<file path="src/rtl/uart_rx_fifo.sv">
// UART receiver with 3-sample majority voting, break detection and a first-word-fall-through RX FIFO.
// A frame is pushed on the clk of the last stop-bit decision. When the FIFO is full, the frame is dropped and overrun_o is set.
module uart_rx_fifo #(
  parameter int OSR         = 16,
  parameter int FIFO_DEPTH  = 16,
  parameter int RTS_THRESH  = 12,
  parameter int SYNC_STAGES = 2
) (
  input  logic                          clk,
  input  logic                          rst_n,
  input  logic                          enable_i,
  input  logic                          tick_i,
  input  logic [1:0]                    wlen_i,
  input  logic [1:0]                    pmode_i,
  input  logic                          stop2_i,
  input  logic                          rxd_i,
  input  logic                          pop_i,
  output logic [7:0]                    rd_data_o,
  output logic                          rd_ferr_o,
  output logic                          rd_perr_o,
  output logic                          rd_brk_o,
  output logic                          empty_o,
  output logic                          full_o,
  output logic [$clog2(FIFO_DEPTH):0]   level_o,
  output logic                          overrun_o,
  input  logic                          clr_ovr_i,
  output logic                          busy_o,
  output logic                          rts_n_o
);
  localparam int TW = $clog2(OSR);
  localparam int AW = $clog2(FIFO_DEPTH);
  localparam int LW = AW + 1;
  localparam logic [TW-1:0] T_S0  = TW'(OSR / 2 - 1);
  localparam logic [TW-1:0] T_S1  = TW'(OSR / 2);
  localparam logic [TW-1:0] T_DEC = TW'(OSR / 2 + 1);
  localparam logic [TW-1:0] T_END = TW'(OSR - 1);

  typedef enum logic [2:0] {IDLE, START, DATA, PARITY, STOP, BRKWAIT} state_t;
  typedef struct packed {
    logic       brk;
    logic       perr;
    logic       ferr;
    logic [7:0] data;
  } entry_t;

  logic [SYNC_STAGES-1:0] sync_q, sync_d;
  logic                   rxd_prev_q, rxd_prev_d;
  state_t                 state_q, state_d;
  logic [TW-1:0]          tcnt_q, tcnt_d;
  logic [2:0]             bitcnt_q, bitcnt_d;
  logic [7:0]             data_q, data_d;
  logic [1:0]             samp_q, samp_d;
  logic [1:0]             wlen_q, wlen_d, pmode_q, pmode_d;
  logic                   stop2_q, stop2_d;
  logic                   perr_q, perr_d, ferr_q, ferr_d, zero_q, zero_d;
  entry_t                 mem_q [FIFO_DEPTH];
  entry_t                 mem_d [FIFO_DEPTH];
  logic [AW-1:0]          wr_ptr_q, wr_ptr_d, rd_ptr_q, rd_ptr_d;
  logic [LW-1:0]          level_q, level_d;
  logic                   ovr_q, ovr_d;

  logic   rxd_s, start_edge, bit_tick, end_tick, bit_val, last_data, last_stop, frame_brk;
  logic   exp_par, push_req, do_push, do_pop, full;
  entry_t entry, head;

  assign rxd_s      = sync_q[SYNC_STAGES-1];
  assign start_edge = enable_i && rxd_prev_q && !rxd_s;
  assign bit_tick   = tick_i && (tcnt_q == T_DEC);
  assign end_tick   = tick_i && (tcnt_q == T_END);
  // Two stored samples plus the live one form the 2-of-3 vote.
  assign bit_val    = (samp_q[0] & samp_q[1]) | (samp_q[0] & rxd_s) | (samp_q[1] & rxd_s);
  assign last_data  = (bitcnt_q == ({1'b0, wlen_q} + 3'd4));
  assign last_stop  = (bitcnt_q[0] == stop2_q);
  assign frame_brk  = zero_q && !bit_val;

  always_comb begin
    case (pmode_q)
      2'b01:   exp_par = ^data_q;
      2'b10:   exp_par = ~^data_q;
      default: exp_par = 1'b1;
    endcase
  end

  always_ff @(posedge clk or negedge rst_n) begin
    if (!rst_n) begin
      sync_q     <= '1;
      rxd_prev_q <= 1'b1;
      state_q    <= IDLE;
      tcnt_q     <= '0;
      bitcnt_q   <= '0;
      data_q     <= '0;
      samp_q     <= '0;
      wlen_q     <= '0;
      pmode_q    <= '0;
      stop2_q    <= 1'b0;
      perr_q     <= 1'b0;
      ferr_q     <= 1'b0;
      zero_q     <= 1'b0;
      wr_ptr_q   <= '0;
      rd_ptr_q   <= '0;
      level_q    <= '0;
      ovr_q      <= 1'b0;
      for (int i = 0; i < FIFO_DEPTH; i++) mem_q[i] <= '0;
    end else begin
      sync_q     <= sync_d;
      rxd_prev_q <= rxd_prev_d;
      state_q    <= state_d;
      tcnt_q     <= tcnt_d;
      bitcnt_q   <= bitcnt_d;
      data_q     <= data_d;
      samp_q     <= samp_d;
      wlen_q     <= wlen_d;
      pmode_q    <= pmode_d;
      stop2_q    <= stop2_d;
      perr_q     <= perr_d;
      ferr_q     <= ferr_d;
      zero_q     <= zero_d;
      wr_ptr_q   <= wr_ptr_d;
      rd_ptr_q   <= rd_ptr_d;
      level_q    <= level_d;
      ovr_q      <= ovr_d;
      mem_q      <= mem_d;
    end
  end

  always_comb begin
    state_d = state_q;
    if (!enable_i) begin
      state_d = IDLE;
    end else begin
      case (state_q)
        IDLE:    if (start_edge) state_d = START;
        START:   if (bit_tick && bit_val) state_d = IDLE;
                 else if (end_tick) state_d = DATA;
        DATA:    if (end_tick && last_data) state_d = (pmode_q != 2'b00) ? PARITY : STOP;
        PARITY:  if (end_tick) state_d = STOP;
        // Leave mid-stop so the next start edge can resync early.
        STOP:    if (bit_tick && last_stop) state_d = frame_brk ? BRKWAIT : IDLE;
        BRKWAIT: if (rxd_s) state_d = IDLE;
        default: state_d = IDLE;
      endcase
    end
  end

  always_comb begin
    busy_o   = (state_q != IDLE);
    push_req = enable_i && (state_q == STOP) && bit_tick && last_stop;
    entry.brk  = frame_brk;
    entry.perr = frame_brk ? 1'b0 : perr_q;
    entry.ferr = frame_brk | ferr_q | !bit_val;
    entry.data = frame_brk ? 8'h00 : data_q;
  end

  always_comb begin
    sync_d     = {sync_q[SYNC_STAGES-2:0], rxd_i};
    rxd_prev_d = rxd_s;
    tcnt_d     = tcnt_q;
    bitcnt_d   = bitcnt_q;
    data_d     = data_q;
    samp_d     = samp_q;
    wlen_d     = wlen_q;
    pmode_d    = pmode_q;
    stop2_d    = stop2_q;
    perr_d     = perr_q;
    ferr_d     = ferr_q;
    zero_d     = zero_q;
    if (state_q == IDLE) begin
      tcnt_d   = '0;
      bitcnt_d = '0;
      if (start_edge) begin
        wlen_d  = wlen_i;
        pmode_d = pmode_i;
        stop2_d = stop2_i;
        data_d  = '0;
        perr_d  = 1'b0;
        ferr_d  = 1'b0;
        zero_d  = 1'b1;
      end
    end else if (tick_i) begin
      tcnt_d = (tcnt_q == T_END) ? '0 : tcnt_q + 1'b1;
      if (tcnt_q == T_S0) samp_d[0] = rxd_s;
      if (tcnt_q == T_S1) samp_d[1] = rxd_s;
      if (bit_tick) begin
        if (bit_val) zero_d = 1'b0;
        case (state_q)
          DATA:    data_d[bitcnt_q] = bit_val;
          PARITY:  perr_d = (bit_val != exp_par);
          STOP:    if (!bit_val) ferr_d = 1'b1;
          default: ;
        endcase
      end
      if (end_tick) begin
        case (state_q)
          DATA:    bitcnt_d = last_data ? 3'd0 : bitcnt_q + 3'd1;
          STOP:    bitcnt_d = bitcnt_q + 3'd1;
          default: ;
        endcase
      end
    end
  end

  // A pop on a full FIFO frees the slot the same-clk push needs.
  assign full    = (level_q == LW'(FIFO_DEPTH));
  assign do_pop  = pop_i && (level_q != '0);
  assign do_push = push_req && (!full || do_pop);

  always_comb begin
    mem_d    = mem_q;
    wr_ptr_d = wr_ptr_q;
    rd_ptr_d = rd_ptr_q;
    level_d  = level_q;
    ovr_d    = clr_ovr_i ? 1'b0 : ovr_q;
    if (push_req && full && !do_pop) ovr_d = 1'b1;
    if (do_push) begin
      mem_d[wr_ptr_q] = entry;
      wr_ptr_d        = wr_ptr_q + 1'b1;
    end
    if (do_pop) rd_ptr_d = rd_ptr_q + 1'b1;
    if (do_push && !do_pop) level_d = level_q + 1'b1;
    else if (!do_push && do_pop) level_d = level_q - 1'b1;
  end

  always_comb begin
    head      = mem_q[rd_ptr_q];
    empty_o   = (level_q == '0);
    full_o    = full;
    level_o   = level_q;
    overrun_o = ovr_q;
    rd_data_o = empty_o ? 8'h00 : head.data;
    rd_ferr_o = !empty_o && head.ferr;
    rd_perr_o = !empty_o && head.perr;
    rd_brk_o  = !empty_o && head.brk;
    rts_n_o   = !enable_i || (level_q >= LW'(RTS_THRESH));
  end
endmodule

</file>
<file path="config.mk">
export PLATFORM = sky130hd
export DESIGN_NAME = uart_rx_fifo
export DESIGN_NICKNAME = d
export VERILOG_FILES = /design/src/rtl/uart_rx_fifo.sv
export SDC_FILE = /design/constraint.sdc
export NUM_CORES = 1
export LEC_CHECK = 0
export CAP_MARGIN = 20
export CORE_MARGIN = 1
export CORE_UTILIZATION = 35
export CTS_CLUSTER_SIZE = 30
export DETAILED_ROUTE_END_ITERATION = 8
export SLEW_MARGIN = 20
export SYNTH_ARGS = -nofsm -noshare
export SYNTH_HDL_FRONTEND = slang
export SYNTH_SLANG_ARGS = --single-unit
</file>
<file path="constraint.sdc">
create_clock -name clk -period 4.7 [get_ports clk]
set_input_delay 1.175 -clock clk [delete_from_list [all_inputs] [get_ports clk]]
set_output_delay 1.175 -clock clk [all_outputs]
set_load 0.01 [all_outputs]
</file>
# --- Word-level counts from Yosys, hierarchy flattened ---
# Index checks and enable logic that the tools add are counted.
totals:
  reg_bits: 221
  output_inout_bits: 21
  elab_cells: 241
op_classes:
  add_sub_neg: 7
  order_cmp: 6
  n_eq_ne: 23
  mux: 56
  bitwise_logic: 10
  n_reduce_logical: 57
op_table:
  columns: ["op", "n"]
  rows:
  - ["$bwmux W176", 1]
  - ["$mux W8", 7]
  - ["$bmux W11 S4", 1]
  - ["$demux W11 S4", 1]
  - ["$mux W3", 14]
  - ["$mux W11", 3]
  - ["$logic_and A1 B1 Y1", 22]
  - ["$reduce_bool A2 Y1", 10]
  - ["$mux W1", 19]
  - ["$pmux W3 S6", 1]
  - ["$ne A3 B3 Y1 const B", 5]
  - ["$add A4 B1 Y4 const B", 3]
  - ["$eq A4 B4 Y1 const B", 3]
  - ["$mux W4", 3]
  - ["$reduce_and A4 Y1", 3]
  - ["$ge A5 B5 Y1 const B", 2]
  - ["$mux W5", 2]
  - ["$not A4 Y5", 2]
  - ["$reduce_and A3 Y1", 3]
  - ["$bwmux W8", 1]
  - ["$reduce_xnor A8 Y1", 1]
  - ["$reduce_xor A8 Y1", 1]
  - ["$logic_not A1 Y1", 7]
  - ["$eq A3 B2 Y1 const B", 2]
  - ["34 further kinds", 42]

# --- Longest topological paths before layout ---
depth:
  ltp_word: 9
  depth_mapped: 16
  ltp_nobuf: 14

# --- Worst setup path before layout ---
# Ideal clock, no wire load.
synth_path:
  kind: "input to register"
  start: "input tick_i"
  end: "register level_q[4] (netlist: level_o[4])"
  setup_ns: 0.129
  arrival_time_ns: 3.374
  t_required_ns: 4.571
  path_slack_ns: 1.197
  stages: 14
  n_path_buf: 2
  cell_sequence: "and4b_2 > nand4b_4 > nor2b_2 > buf_4 > and2_1 > clkbuf_2 > ha_1 > inv_1 > ha_1 > a21o_1 > a21oi_1 > xnor2_1 > nor2_1 > xor2_1"
synth_via:
  elab_chain_len: 7
  elab_cells_between_ends: 9
  cone_classes: "mux: 1; reduce/logical: 8"
synth_lines:
  columns: ["element", "line", "source"]
  rows:
  - ["from (decl)", "12", "input logic tick_i,"]
  - ["$logic_and A1 B1 Y1 (*)", "68", "assign bit_tick = tick_i && (tcnt_q == T_DEC);"]
  - ["$logic_and A1 B1 Y1 (*) (2 in series)", "147", "push_req = enable_i && (state_q == STOP) && bit_tick && last_stop;"]
  - ["$logic_and A1 B1 Y1 (*)", "205", "assign do_push = push_req && (!full || do_pop);"]
  - ["named net do_push", "63", "logic exp_par, push_req, do_push, do_pop, full;"]
  - ["$logic_not A1 Y1", "220", "else if (!do_push && do_pop) level_d = level_q - 1'b1;"]
  - ["$logic_and A1 B1 Y1", "220", null]
  - ["$reduce_bool A2 Y1 (no line)", null, null]
  - ["to (signal assigned)", "120", "level_q <= level_d;"]
  - ["to (decl)", "59", "logic [LW-1:0] level_q, level_d;"]
# The timed path passes the listed nets; every way through them passes the cells marked *.
# A chain may end at the register's enable or synchronous reset.

# --- Final worst setup path ---
layout_path:
  start: "register rd_ptr_q[1]"
  end: "output rd_data_o[1]"
layout_via:
  elab_chain_len: 5
layout_lines:
  columns: ["element", "line", "source"]
  rows:
  - ["from (decl)", "58", "logic [AW-1:0] wr_ptr_q, wr_ptr_d, rd_ptr_q, rd_ptr_d;"]
  - ["from (signal assigned)", "119", "rd_ptr_q <= rd_ptr_d;"]
  - ["$not A4 Y5 (not written as such)", "224", "head = mem_q[rd_ptr_q];"]
  - ["$bmux W11 S4", "224", null]
  - ["$mux W11 (not written as such) (2 in series)", "224", null]
  - ["$mux W8", "229", "rd_data_o = empty_o ? 8'h00 : head.data;"]
  - ["to (decl)", "18", "output logic [7:0] rd_data_o,"]
# Every way passes these cells. The select of a mux whose other input is x is not followed.

==> results by group <==
Die
  – Die X: 175.1 um
  – Initial Util: 35.50%
  – Total die area: 30680 um^2
  – Cell row count: 63
  – Die height: 175.1 um
  – # IOs: 33
  – Placeable Area: 29560 um^2

CTS
  – CTS Buffer Depth: 3
  – Clock sinks: 221
  – CTS resizes: 0
  – Root Buffer: clkbuf_16
  – Hold Buf Count CTS: 0
  – Clock transition at path regs: 0.06 ns
  – H-tree depth: 1
  – CTS tree: yes
  – Setup Fix Bufs, Post-CTS: 0
  – Cts bufs inserted: 24
  – Clock Latency Late Sink: 0.52 ns

Final layout
  – N_diodes: 0
  – Commonest non-fill, non-tap cell in the layout: dfrtp_1
  – Layout cells sized above 1: 18.83%
  – Most frequent cells in the layout: dfrtp_1 (216), nand2_1 (168), o21ai_0 (156)
  – Area grow syn2layout: 15.18%
  – Design area: 12090 um^2
  – Number of nets in the layout: 968

Drt
  – Vias per inst: 5.143
  – Wirelength per Cell: 18.23 um
  – DR vias: 6923
  – DRC viols: 0
  – TritonRoute pass-1 iters: 5
  – Antenna Nets Post-Route: 0
  – Initial drt markers: 450
  – Routed wire length: 24530 um

Timing
  – Worst-Margin Slew: 0.9871 ns
  – Fmax: 240.4 MHz
  – Max_slew headroom: 34.04%
  – Hold Vio Cnt, Final: 0
  – Max Slew Vio Count: 0
  – Final Cycle Share: 88.50%
  – Final min period: 4.159 ns
  – Setup TNS: 0 ns
  – Unrepaired setup endpoints after global routing: false
  – Final setup fails: 0
  – Setup Skew: 0.01804 ns

Setup path
  – Worst Path Max Fanout: 33
  – Startpoint Class: flip-flop
  – Crit end category: output pin
  – Crit Path Category: flip-flop to output pin
  – Worst path arrival time: 2.98 ns
  – R2R Setup Slk: 1.55 ns
  – Reg2reg path depth: 15
  – Reg-to-reg endpoint: level_o[4]
  – Worst path required time: 3.52 ns
  – Reg2reg start: tcnt_q[1]

Placement
  – Gpl congestion: 0.7688
  – Hpwl dp: 15400 um
  – I/O Buffers: 32
  – Dpl cell area: 11190 um^2

Power
  – Internal power: 3641 uW
  – Sequential share of power: 42.0%
  – Leakage: 0.005237 uW
  – Clock share of power: 42.0%
  – Maximum VDD drop: 0.0002596 V
  – Logic gate share of total power: 16.0%
  – Switching power: 1329 uW
  – Switching power share of the total: 26.74%
  – Pwr/cell area: 411.3 nW/um^2

Synth
  – Warnings from Yosys: 0
  – Post-synth ARST share: 100.0%
  – Mapped Nets: 956
  – Sequential cell area fraction in the yosys report: 52.74%
  – Post-Syn Area: 10490 um^2
  – Post-synth top flop: dfrtp_1
  – Avg Inst Size Synth: 11.33 um^2
  – Synthesis-stage register bit count: 221
  – Post-synth EDFFs: 0
  – Cells after Synth: 926
  – Post-synth cell types: 55

Job
  – Max_cap viols: 0

Global routing
  – Largest net degree at the start of global routing: 117
  – Grt total ovfl: 0
  – Vias in the first global route: 6883
  – Initial antenna violation count: 0
  – Top Usage Layer GRT: met2
  – Met3 usage: 2.654%
  – Met2 Track Usage GR: 26.19%
  – Routing usage on met1: 24.44%
  – First-pass GRT wire length: 39940 um
  – Total track usage: 16.75%

Min path
  – Hold Path Depth: 0
  – Worst hold endpoint: sync_q[1]
  – HP Start: sync_q[0]
  – Hold crit path type: flip-flop to flip-flop

Run status
  – Status: completed
[cell families after synthesis]
logic type      share of synthesized area, %
compound gates                         9.659
xor+xnor                               1.836
fa+ha+maj                              2.409
buf+inv                                3.756
flops                                  52.74
mux                                    17.21
simple gates                           12.39
[stage by stage]
| step | instances | util (%) | power [uW] | setup WS [ns] | hold WS [ns] |
|---|---|---|---|---|---|
| floorplan | 926 | - | 2615 | 1.197 | 0.3452 |
| global placement | 1302 | 37.87 | 2924 | 0.6212 | 0.3466 |
| detailed placement | 1302 | 37.87 | 2933 | 0.5593 | 0.3495 |
| CTS | 1346 | 40.88 | 5027 | 0.5105 | 0.3584 |
| global route | 1346 | 40.88 | 5173 | 0.4644 | 0.3603 |
| finish | 1346 | 40.88 | 4971 | 0.5405 | 0.3567 |
[registers in the layout, summed over array words and instances, names as in the netlist]
register    flops
bitcnt_q        3
data_q          8
ferr_q          1
level_o         5
mem_q         176
overrun_o       1
perr_q          1
pmode_q         2
rd_ptr_q        4
rxd_prev_q      1
samp_q          2
state_q         3
stop2_q         1
sync_q          2
tcnt_q          4
wlen_q          2
wr_ptr_q        4
zero_q          1
[worst max-delay path, stage by stage, from the launching register on]
cell,delay (ns)
dfrtp_2,0.62
buf_12,0.30
mux4_2,0.35
mux4_2,0.55
nor2b_1,0.16
clkdlybuf4s50_1,0.48
[area by class of cell]
type	count	area, um^2
fill	2868	17470
tap	390	488.0
timing repair buffer	55	535.5
sequential	221	5539
clock inverter	15	219.0
clock buffer	29	669.4
inverter	18	67.56
multi-input combinational	618	4567
[worst max-delay path by stage]
stage / startpoint / slack, ns / depth (start not counted) / to
finish: rd_ptr_q[1] / 0.54 / 5 / rd_data_o[1]
global route: rd_ptr_q[1] / 0.46 / 5 / rd_brk_o
CTS: rd_ptr_q[1] / 0.51 / 5 / rd_data_o[3]
detailed placement: tick_i / 0.56 / 14 / level_o[4]
global placement: tick_i / 0.62 / 14 / level_o[4]
floorplan: tick_i / 1.20 / 14 / level_o[4]
[cells in the mapped netlist (7+ instances only)]
cell type,count,area share (%)
a21oi_1,14,0.67
a31oi_1,7,0.42
and2_1,12,0.72
buf_2,19,0.91
clkbuf_1,41,1.5
dfrtp_1,218,52
ha_1,17,2.0
inv_1,18,0.64
mux2_2,37,4.0
mux2_4,8,1.1
mux4_2,55,12
nand2_1,168,6.0
nand3_1,15,0.72
nor2_1,28,1.0
nor2b_1,23,1.4
nor3_1,7,0.33
o21ai_0,156,7.4
xnor2_1,17,1.4
[per-layer routing]
layer  vias up  wire length (um)
met3        37              1231
met1      3460             11600
met5         -                 0
li1       3276                 -
met2       150             11240
met4         0               456
[power by group through the flow]
stage	Sequential, uW	Combinational, uW	Clock (uW)
6_report	2090	794	2090
5_1_grt	2100	868	2210
4_1_cts	2090	813	2130
3_5_place_dp	2120	812	0
3_3_place_gp	2120	801	0
2_1_floorplan	2050	565	0
(Power assumes the default switching activity.)
